$ cat src/rtl/rv32_mem_arbiter_pkg.sv
// Shared types and helpers for the instruction/data memory arbiter.
package rv32_mem_arbiter_pkg;

  // Arbiter transaction phases.
  typedef enum logic [1:0] {
    ARB_IDLE  = 2'd0,
    ARB_ISSUE = 2'd1,
    ARB_WAIT  = 2'd2,
    ARB_RESP  = 2'd3
  } arb_state_t;

  // Which requester owns the current transaction.
  typedef enum logic {
    ARB_PORT_INSTR = 1'b0,
    ARB_PORT_DATA  = 1'b1
  } arb_port_e;

  // Request fields presented to memory for the granted port.
  typedef struct packed {
    logic        we;
    logic [31:0] addr;
    logic [31:0] wdata;
    logic [3:0]  wstrb;
  } arb_req_t;

  // Width of the instruction anti-starvation counter.
  localparam int unsigned STARVE_CNT_W = 4;

  // Data wins by default; instruction wins when it is alone or has been
  // passed over too many times in a row.
  function automatic arb_port_e arb_pick(input logic i_valid,
                                         input logic d_valid,
                                         input logic starved);
    arb_port_e pick;
    pick = ARB_PORT_DATA;
    if (!d_valid) begin
      pick = ARB_PORT_INSTR;
    end else if (i_valid && starved) begin
      pick = ARB_PORT_INSTR;
    end
    return pick;
  endfunction

endpackage

$ cat src/rtl/rv32_arb_timeout.sv
// Clearable saturating watchdog counter. expired pulses in the enabled
// cycle whose increment makes the count reach LIMIT, so the owner can leave
// its waiting states after exactly LIMIT enabled cycles. LIMIT = 0 disables it.
module rv32_arb_timeout #(
  parameter int unsigned LIMIT = 256
) (
  input  logic clk,
  input  logic resetn,
  input  logic clear,
  input  logic enable,
  output logic expired
);

  if (LIMIT == 0) begin : g_disabled
    logic unused_inputs;
    assign unused_inputs = ^{clk, resetn, clear, enable};
    assign expired       = 1'b0;
  end else begin : g_counter
    localparam int unsigned W = $clog2(LIMIT + 1);

    logic [W-1:0] cnt_q;
    logic [W-1:0] cnt_d;

    // Next count: clear wins, otherwise count up while enabled and hold at LIMIT.
    always_comb begin
      cnt_d = cnt_q;
      if (clear) begin
        cnt_d = '0;
      end else if (enable && (cnt_q != W'(LIMIT))) begin
        cnt_d = cnt_q + W'(1);
      end
    end

    // Count register with synchronous active-low reset.
    always_ff @(posedge clk) begin
      if (!resetn) begin
        cnt_q <= '0;
      end else begin
        cnt_q <= cnt_d;
      end
    end

    assign expired = enable && !clear && (cnt_q == W'(LIMIT - 1));
  end

endmodule

$ cat src/rtl/rv32_mem_arbiter.sv
// Shares one single-port memory between the fetch and data ports: one
// transaction at a time, data priority with an instruction anti-starvation
// limit, registered request channel, and timeout-to-error completions.
module rv32_mem_arbiter
  import rv32_mem_arbiter_pkg::*;
#(
  parameter int unsigned STARVE_LIMIT   = 4,
  parameter int unsigned TIMEOUT_CYCLES = 256
) (
  input  logic        clk,
  input  logic        resetn,
  input  logic        i_req_valid,
  input  logic [31:0] i_req_addr,
  output logic        i_done,
  output logic [31:0] i_rdata,
  output logic        i_err,
  input  logic        d_req_valid,
  input  logic        d_req_we,
  input  logic [31:0] d_req_addr,
  input  logic [31:0] d_req_wdata,
  input  logic [3:0]  d_req_wstrb,
  output logic        d_done,
  output logic [31:0] d_rdata,
  output logic        d_err,
  output logic        m_req_valid,
  input  logic        m_req_ready,
  output logic        m_req_we,
  output logic [31:0] m_req_addr,
  output logic [31:0] m_req_wdata,
  output logic [3:0]  m_req_wstrb,
  input  logic        m_resp_valid,
  input  logic [31:0] m_resp_data
);

  localparam logic [STARVE_CNT_W-1:0] STARVE_MAX = STARVE_CNT_W'(STARVE_LIMIT);

  arb_state_t              state_q,       state_d;
  arb_port_e               grant_q,       grant_d;
  logic [STARVE_CNT_W-1:0] starve_cnt_q,  starve_cnt_d;
  logic                    stale_q,       stale_d;
  arb_req_t                req_q,         req_d;
  logic                    m_req_valid_q, m_req_valid_d;
  logic                    i_done_q,      i_done_d;
  logic [31:0]             i_rdata_q,     i_rdata_d;
  logic                    i_err_q,       i_err_d;
  logic                    d_done_q,      d_done_d;
  logic [31:0]             d_rdata_q,     d_rdata_d;
  logic                    d_err_q,       d_err_d;

  logic        tmo_clear;
  logic        tmo_enable;
  logic        tmo_expired;
  logic        resp_live;
  logic        cpl_valid;
  logic        cpl_err;
  logic [31:0] cpl_data;

  rv32_arb_timeout #(
    .LIMIT (TIMEOUT_CYCLES)
  ) u_timeout (
    .clk     (clk),
    .resetn  (resetn),
    .clear   (tmo_clear),
    .enable  (tmo_enable),
    .expired (tmo_expired)
  );

  // A response owed to a timed-out transaction is swallowed, never matched.
  assign resp_live = m_resp_valid && !stale_q;

  // Next-state, grant, request latching and completion routing.
  always_comb begin
    state_d       = state_q;
    grant_d       = grant_q;
    starve_cnt_d  = starve_cnt_q;
    stale_d       = stale_q;
    req_d         = req_q;
    m_req_valid_d = m_req_valid_q;
    i_done_d      = 1'b0;
    i_rdata_d     = '0;
    i_err_d       = 1'b0;
    d_done_d      = 1'b0;
    d_rdata_d     = '0;
    d_err_d       = 1'b0;
    tmo_clear     = 1'b0;
    tmo_enable    = 1'b0;
    cpl_valid     = 1'b0;
    cpl_err       = 1'b0;
    cpl_data      = '0;

    if (m_resp_valid && stale_q) begin
      stale_d = 1'b0;
    end

    case (state_q)
      ARB_IDLE: begin
        if (i_req_valid || d_req_valid) begin
          grant_d = arb_pick(i_req_valid, d_req_valid, starve_cnt_q == STARVE_MAX);
          if (grant_d == ARB_PORT_DATA) begin
            req_d.we    = d_req_we;
            req_d.addr  = d_req_addr;
            req_d.wdata = d_req_wdata;
            req_d.wstrb = d_req_wstrb;
            if (i_req_valid) begin
              starve_cnt_d = (starve_cnt_q == STARVE_MAX) ? starve_cnt_q
                                                          : starve_cnt_q + STARVE_CNT_W'(1);
            end else begin
              starve_cnt_d = '0;
            end
          end else begin
            req_d.we     = 1'b0;
            req_d.addr   = i_req_addr;
            req_d.wdata  = '0;
            req_d.wstrb  = '0;
            starve_cnt_d = '0;
          end
          m_req_valid_d = 1'b1;
          tmo_clear     = 1'b1;
          state_d       = ARB_ISSUE;
        end
      end

      ARB_ISSUE: begin
        tmo_enable = 1'b1;
        if (tmo_expired) begin
          // If memory takes the request in the very cycle we give up, its
          // response will still come and must be discarded.
          m_req_valid_d = 1'b0;
          cpl_valid     = 1'b1;
          cpl_err       = 1'b1;
          if (m_req_ready) begin
            stale_d = 1'b1;
          end
          state_d = ARB_RESP;
        end else if (m_req_ready) begin
          m_req_valid_d = 1'b0;
          state_d       = ARB_WAIT;
        end
      end

      ARB_WAIT: begin
        tmo_enable = 1'b1;
        if (resp_live) begin
          cpl_valid = 1'b1;
          cpl_data  = req_q.we ? 32'h0 : m_resp_data;
          state_d   = ARB_RESP;
        end else if (tmo_expired) begin
          cpl_valid = 1'b1;
          cpl_err   = 1'b1;
          stale_d   = 1'b1;
          state_d   = ARB_RESP;
        end
      end

      ARB_RESP: begin
        state_d = ARB_IDLE;
      end

      default: begin
        state_d = ARB_IDLE;
      end
    endcase

    if (cpl_valid) begin
      if (grant_q == ARB_PORT_INSTR) begin
        i_done_d  = 1'b1;
        i_rdata_d = cpl_data;
        i_err_d   = cpl_err;
      end else begin
        d_done_d  = 1'b1;
        d_rdata_d = cpl_data;
        d_err_d   = cpl_err;
      end
    end
  end

  // State, request and completion registers with synchronous active-low reset.
  always_ff @(posedge clk) begin
    if (!resetn) begin
      state_q       <= ARB_IDLE;
      grant_q       <= ARB_PORT_INSTR;
      starve_cnt_q  <= '0;
      stale_q       <= 1'b0;
      req_q         <= '0;
      m_req_valid_q <= 1'b0;
      i_done_q      <= 1'b0;
      i_rdata_q     <= '0;
      i_err_q       <= 1'b0;
      d_done_q      <= 1'b0;
      d_rdata_q     <= '0;
      d_err_q       <= 1'b0;
    end else begin
      state_q       <= state_d;
      grant_q       <= grant_d;
      starve_cnt_q  <= starve_cnt_d;
      stale_q       <= stale_d;
      req_q         <= req_d;
      m_req_valid_q <= m_req_valid_d;
      i_done_q      <= i_done_d;
      i_rdata_q     <= i_rdata_d;
      i_err_q       <= i_err_d;
      d_done_q      <= d_done_d;
      d_rdata_q     <= d_rdata_d;
      d_err_q       <= d_err_d;
    end
  end

  assign m_req_valid = m_req_valid_q;
  assign m_req_we    = req_q.we;
  assign m_req_addr  = req_q.addr;
  assign m_req_wdata = req_q.wdata;
  assign m_req_wstrb = req_q.wstrb;
  assign i_done      = i_done_q;
  assign i_rdata     = i_rdata_q;
  assign i_err       = i_err_q;
  assign d_done      = d_done_q;
  assign d_rdata     = d_rdata_q;
  assign d_err       = d_err_q;

endmodule

$ cat config.mk
export PLATFORM = sky130hd
export DESIGN_NAME = rv32_mem_arbiter
export DESIGN_NICKNAME = d
export VERILOG_FILES = /design/src/rtl/rv32_mem_arbiter_pkg.sv /design/src/rtl/rv32_arb_timeout.sv /design/src/rtl/rv32_mem_arbiter.sv
export SDC_FILE = /design/constraint.sdc
export NUM_CORES = 1
export LEC_CHECK = 0
export ABC_CLOCK_PERIOD_IN_PS = 2200
export BUFFER_PORTS_ARGS = -buffer_cell sky130_fd_sc_hd__buf_2
export CAP_MARGIN = 20
export CORE_AREA = 2 2 111 113
export DETAILED_ROUTE_END_ITERATION = 8
export DIE_AREA = 0 0 113 115
export HOLD_SLACK_MARGIN = 0.02
export PLACE_DENSITY = 0.86
export SLEW_MARGIN = 10
export SYNTH_ARGS = -nofsm -noshare
export SYNTH_HDL_FRONTEND = slang
export SYNTH_SLANG_ARGS = --single-unit
export TNS_END_PERCENT = 100
$ cat constraint.sdc
create_clock -name clk -period 2.2 [get_ports clk]
set_input_delay 0.44 -clock clk [delete_from_list [all_inputs] [get_ports clk]]
set_output_delay 0.44 -clock clk [all_outputs]
set_load 0.02 [all_outputs]
Yosys cells after proc, flatten, opt, wreduce, memory -nomap -nowiden
Cells that the tools add are included.
W data, S select, Z words.
{"block": "totals", "register_bits": 155, "out_inout_bits": 138, "wordCells": 87}
{"block": "classes", "addsub": 2, "n_eq_ne": 10, "muxes": 37, "n_bitwise": 2, "reduce_logical": 20}
{"op": "$mux W32", "n": 3}
{"op": "$mux W69", "n": 1}
{"op": "$mux W1", "n": 20}
{"op": "$mux W4", "n": 3}
{"op": "$reduce_and A3 Y1", "n": 4}
{"op": "$mux W2", "n": 5}
{"op": "$add A9 B1 Y9 const B", "n": 1}
{"op": "$eq A9 B8 Y1 const B", "n": 1}
{"op": "$ne A3 B3 Y1 const B", "n": 3}
{"op": "$ne A9 B9 Y1 const B", "n": 1}
{"op": "$pmux W1 S2", "n": 4}
{"op": "$pmux W2 S4", "n": 1}
{"op": "$logic_and A1 B1 Y1", "n": 6}
{"op": "$add A4 B1 Y4 const B", "n": 1}
{"op": "$eq A2 B2 Y1 const B", "n": 2}
{"op": "$eq A4 B3 Y1 const B", "n": 1}
{"op": "$reduce_and A2 Y1", "n": 2}
{"op": "$reduce_or A2 Y1", "n": 2}
{"op": "$reduce_or A3 Y1", "n": 1}
{"op": "$eq A2 B1 Y1 const B", "n": 1}
{"op": "$logic_not A1 Y1", "n": 2}
{"op": "$logic_not A2 Y1", "n": 1}
{"op": "$ne A2 B2 Y1 const B", "n": 1}
{"op": "$not A1 Y1", "n": 2}
{"op": "2 further kinds", "n": 2}

Longest topological paths before layout
{"block": "depth", "depth_word": 11, "ltp_mapped": 9}

Modules after synthesis
From an unflattened synthesis, not the netlist that was laid out.
{"block": "hier_totals", "hier_cells": 571, "area_unflattened_um2": 5661.7}
{"module": "rv32_mem_arbiter", "instances": 1, "cells_each": 515, "area_per_inst_um2": 5163.7}
{"module": "rv32_arb_timeout", "instances": 1, "cells_each": 56, "area_per_inst_um2": 498.0}

Worst setup path before layout
No wires, ideal clock.
{"block": "synth_path", "kind": "register to register", "from": "reg u_timeout.g_counter.cnt_q[2]", "to": "reg i_rdata_q[10] (netlist: i_rdata[10])", "setup_time_ns": 0.064, "arrival_ns": 1.946, "t_required_ns": 2.136, "setup_slack_ns": 0.190, "path_stages_with_launch": 10, "path_buffers": 2, "cell_sequence": "dfxtp_1 -> and4_1 -> and4_1 -> ha_1 -> nand2_1 -> o31ai_2 -> or3b_1 -> buf_2 -> buf_6 -> nor2_1"}
{"block": "synth_between", "elab_chain_cells": 7}
{"item": "from (decl)", "line_no": "rv32_arb_timeout.sv:21", "rtl": "logic [W-1:0] cnt_q;"}
{"item": "from (signal assigned)", "line_no": "rv32_arb_timeout.sv:39", "rtl": "cnt_q <= cnt_d;"}
{"item": "$eq A9 B8 Y1 (*)", "line_no": "rv32_arb_timeout.sv:43", "rtl": "assign expired = enable && !clear && (cnt_q == W'(LIMIT - 1));"}
{"item": "$logic_and A1 B1 Y1 (*)", "line_no": "rv32_arb_timeout.sv:43"}
{"item": "$mux W1 (*)", "line_no": "rv32_mem_arbiter.sv:125, rv32_mem_arbiter.sv:147"}
{"item": "$mux W1", "line_no": "rv32_mem_arbiter.sv:143", "rtl": "if (resp_live) begin"}
{"item": "$pmux W1 S2 (*)", "line_no": "rv32_mem_arbiter.sv:95", "rtl": "case (state_q)"}
{"item": "$not A1 Y1 (no line) (*)"}
{"item": "$reduce_or A3 Y1 (no line) (*)"}
{"item": "to (signal assigned)", "line_no": "rv32_mem_arbiter.sv:200", "rtl": "i_rdata_q <= i_rdata_d;"}
{"item": "to (decl)", "line_no": "rv32_mem_arbiter.sv:44", "rtl": "logic [31:0] i_rdata_q, i_rdata_d;"}
Every way passes the cells marked *; elsewhere a longest branch is shown, timed or not.
A chain may end at the register's enable or synchronous reset.

Worst setup path in the final report
{"block": "layout_path", "from": "reg u_timeout.g_counter.cnt_q[5]", "to": "reg i_rdata_q[13] (netlist: i_rdata[13])"}
The elaborated chain is that of the path after synthesis.

==> metrics <==
initial antenna violation count=0; most frequent cells in the layout=buf_2 (276), dfxtp_1 (154), nor2_1 (79); WP buf/inv=1; initial core utilization=0.444; number of synthesized register bits=155; Die Area=13,000 µm²; Fin Clk Skew=0.00707 ns; chip width=113 µm; area growth from synthesis to layout=41.9%; TritonCTS Buffers=17; Hold Startpoint=d_req_wdata[4]; total track usage=0.205; DIE HEIGHT=115 µm; Clock transition at path regs=0.06 ns; Mapped Area=5250 µm²; Slew headroom=0.662; Slowest cell on crit path=or3b_1; Syn Inst Count=521; # fillers=936; Worst-Margin Slew=0.508 ns; required time worst endpoint=2.54 ns; met3 usage=0.0564; Post-Syn Nets=668; Post-DRT Antenna Nets=0; cts-stage hold buffer count=0; TritonCTS clock tree=done; number of remaining DRC errors=20; Fmax=478 MHz; Seq/Total Area, Yosys=0.591; Final #Nets=942; Final setup viols=0; placed inst area=6800 µm²; clk sink count=155; post-CTS setup buffers=0; Layout Cell Area excl Fill=7440 µm²; Clock Latency Late Sink=0.41 ns; met2 usage=0.375; routed len/inst=14.3 µm; CP top delay family=simple AND/OR/NAND/NOR gates; H-tree lvl count=4; CP Cell Sequence=and4_4 > and4_1 > ha_1 > nand2_1 > o31ai_2 > or3b_1 > buf_12 > nor2_1; Critical Path Fanout Max=34; Via density=4.87; Clock Path Buffers=2; outcome=complete, but fails checks; first-pass GRT wire length=21,200 µm; Most used DFF post-synth=dfxtp_1; RSZ-0062 raised after global routing=no; CP Class=register to register; max incr delay on CP=0.41 ns; 1st-pass router iterations=7; Top-Level Pins=277; Most Used Layer, Global Route=met2; CP Launch Type=register; met1 global-route usage=0.225; Vias=4,644; number of synthesized flops with an enable pin=0; GRT overflow=0; Core Area=11,800 µm²; RePlAce Congestion=0.787; Tmin final=2.09 ns; Yosys cell types=41; Root Driver=clkbuf_16; CP Capture Type=register; RR Startpoint=u_timeout.g_counter.cnt_q[5]; most common cell after layout, fill and taps aside=buf_2; Leakage=3.66 nW; drt first-iter violations=258; share of post-route cells with drive strength above 1=0.409; Inserted Diodes=0; hpwl dp=9910 µm; setup tns final=0 ns; number of cell rows=40; peak supply drop=0.000545 V; Routed WL=13,700 µm; warnings from Yosys=0; min-delay worst type=primary input to register; Max Slew Vio Count=0; Fin. Hold Viols=0; Critical Path AT=2.43 ns; maximum number of pins on one net before global-route repair=65; failing checks=DRC; Power Dens Cells=1160 nW/µm²; syn_area_per_cell=10.1 µm²; number of global-route vias before repair=4,557; Post-synth ARST share=0; max cap viols=0; crit share post-route=0.951; launching element of the worst setup path=u_timeout.g_counter.cnt_q[5]; PortBufs=276
## routing by layer
layer	routed length [µm]	share of wire
met1	5380	0.39
met2	7000	0.51
met3	1030	0.075
met4	266	0.019
met5	0	0
## where the power goes
part	total (mW)	internal, mW	switching [mW]
registers	3.43	3.22	0.213
logic	2.05	0.747	1.30
clock network	3.14	1.97	1.17
total	8.62	5.94	2.69
## state kept, by name (all words and copies together), names as in the netlist
name	flops
d_rdata	32
i_rdata	32
m_req_addr	32
m_req_wdata	32
u_timeout.g_counter.cnt_q	9
m_req_wstrb	4
starve_cnt_q	4
state_q	2
d_done	1
d_err	1
grant_q	1
i_done	1
i_err	1
m_req_valid	1
m_req_we	1
stale_q	1
## layout make-up
class	instances	area (µm²)	share of cell area
sequential	155	3100	0.417
multi-input combinational	320	1960	0.263
timing repair buffer	289	1520	0.204
clock buffer	19	453	0.0608
clock inverter	12	186	0.0250
tap	147	184	0.0247
inverter	12	45.0	0.00605
## what timing repair did
item | 4_1_cts | 5_1_grt
hold endpoints to repair | 0 | 0
setup endpoints to repair | 0 | 8
gates resized for setup | 0 | 2
## path summary, 6_finish.rpt
kind	endpoint	slack (ns)	cells past startpoint
max	i_rdata[13]	0.11	8
min	m_req_wdata[4]	0.25	2
max reg2reg	i_rdata[13]	0.11	8
min reg2reg	starve_cnt_q[3]	0.47	2
## synth_stat cells (2+ instances only)
cell	instances	area, µm²
nand3_1	3	15.0
buf_1	2	7.51
nand4_1	3	18.8
clkbuf_1	23	86.3
a21oi_1	35	175
buf_2	6	30.0
nor2_1	82	308
nand2_1	43	161
or4b_2	2	20.0
a311oi_1	2	17.5
nand2b_1	4	25.0
o21a_1	2	15.0
a21o_1	2	15.0
buf_6	3	33.8
xor2_1	5	43.8
dfxtp_1	155	3100
o21ai_0	35	175
and3_1	2	12.5
ha_1	8	100
and4_1	2	17.5
a22o_1	38	333
mux2i_1	34	340
inv_1	12	45.0
## metrics by stage
step	setup slack (ns)	utilization	hold slack [ns]	total power [mW]	std cells
3_5_place_dp	0.116	0.576	0.455	5.52	923
4_1_cts	0.0828	0.630	0.230	8.68	954
5_1_grt	0.0224	0.630	0.231	9.02	954
6_report	0.108	0.630	0.245	8.62	954
2_1_floorplan	0.190	-	0.439	4.77	521
3_3_place_gp	0.172	0.576	0.452	5.48	923
## kinds of logic (layout without fill, tap and decap cells)
family          count (synthesis)  after routing  share of synthesized area
simple gates                  146            146                      0.117
xor+xnor                        6              6                     0.0100
fa+ha+maj                       8              8                     0.0191
flops                         155            155                      0.591
buf+inv                        46            332                     0.0386
mux                            34             34                     0.0649
compound gates                126            126                      0.159
No activity file was read; power rests on OpenSTA's default activity.
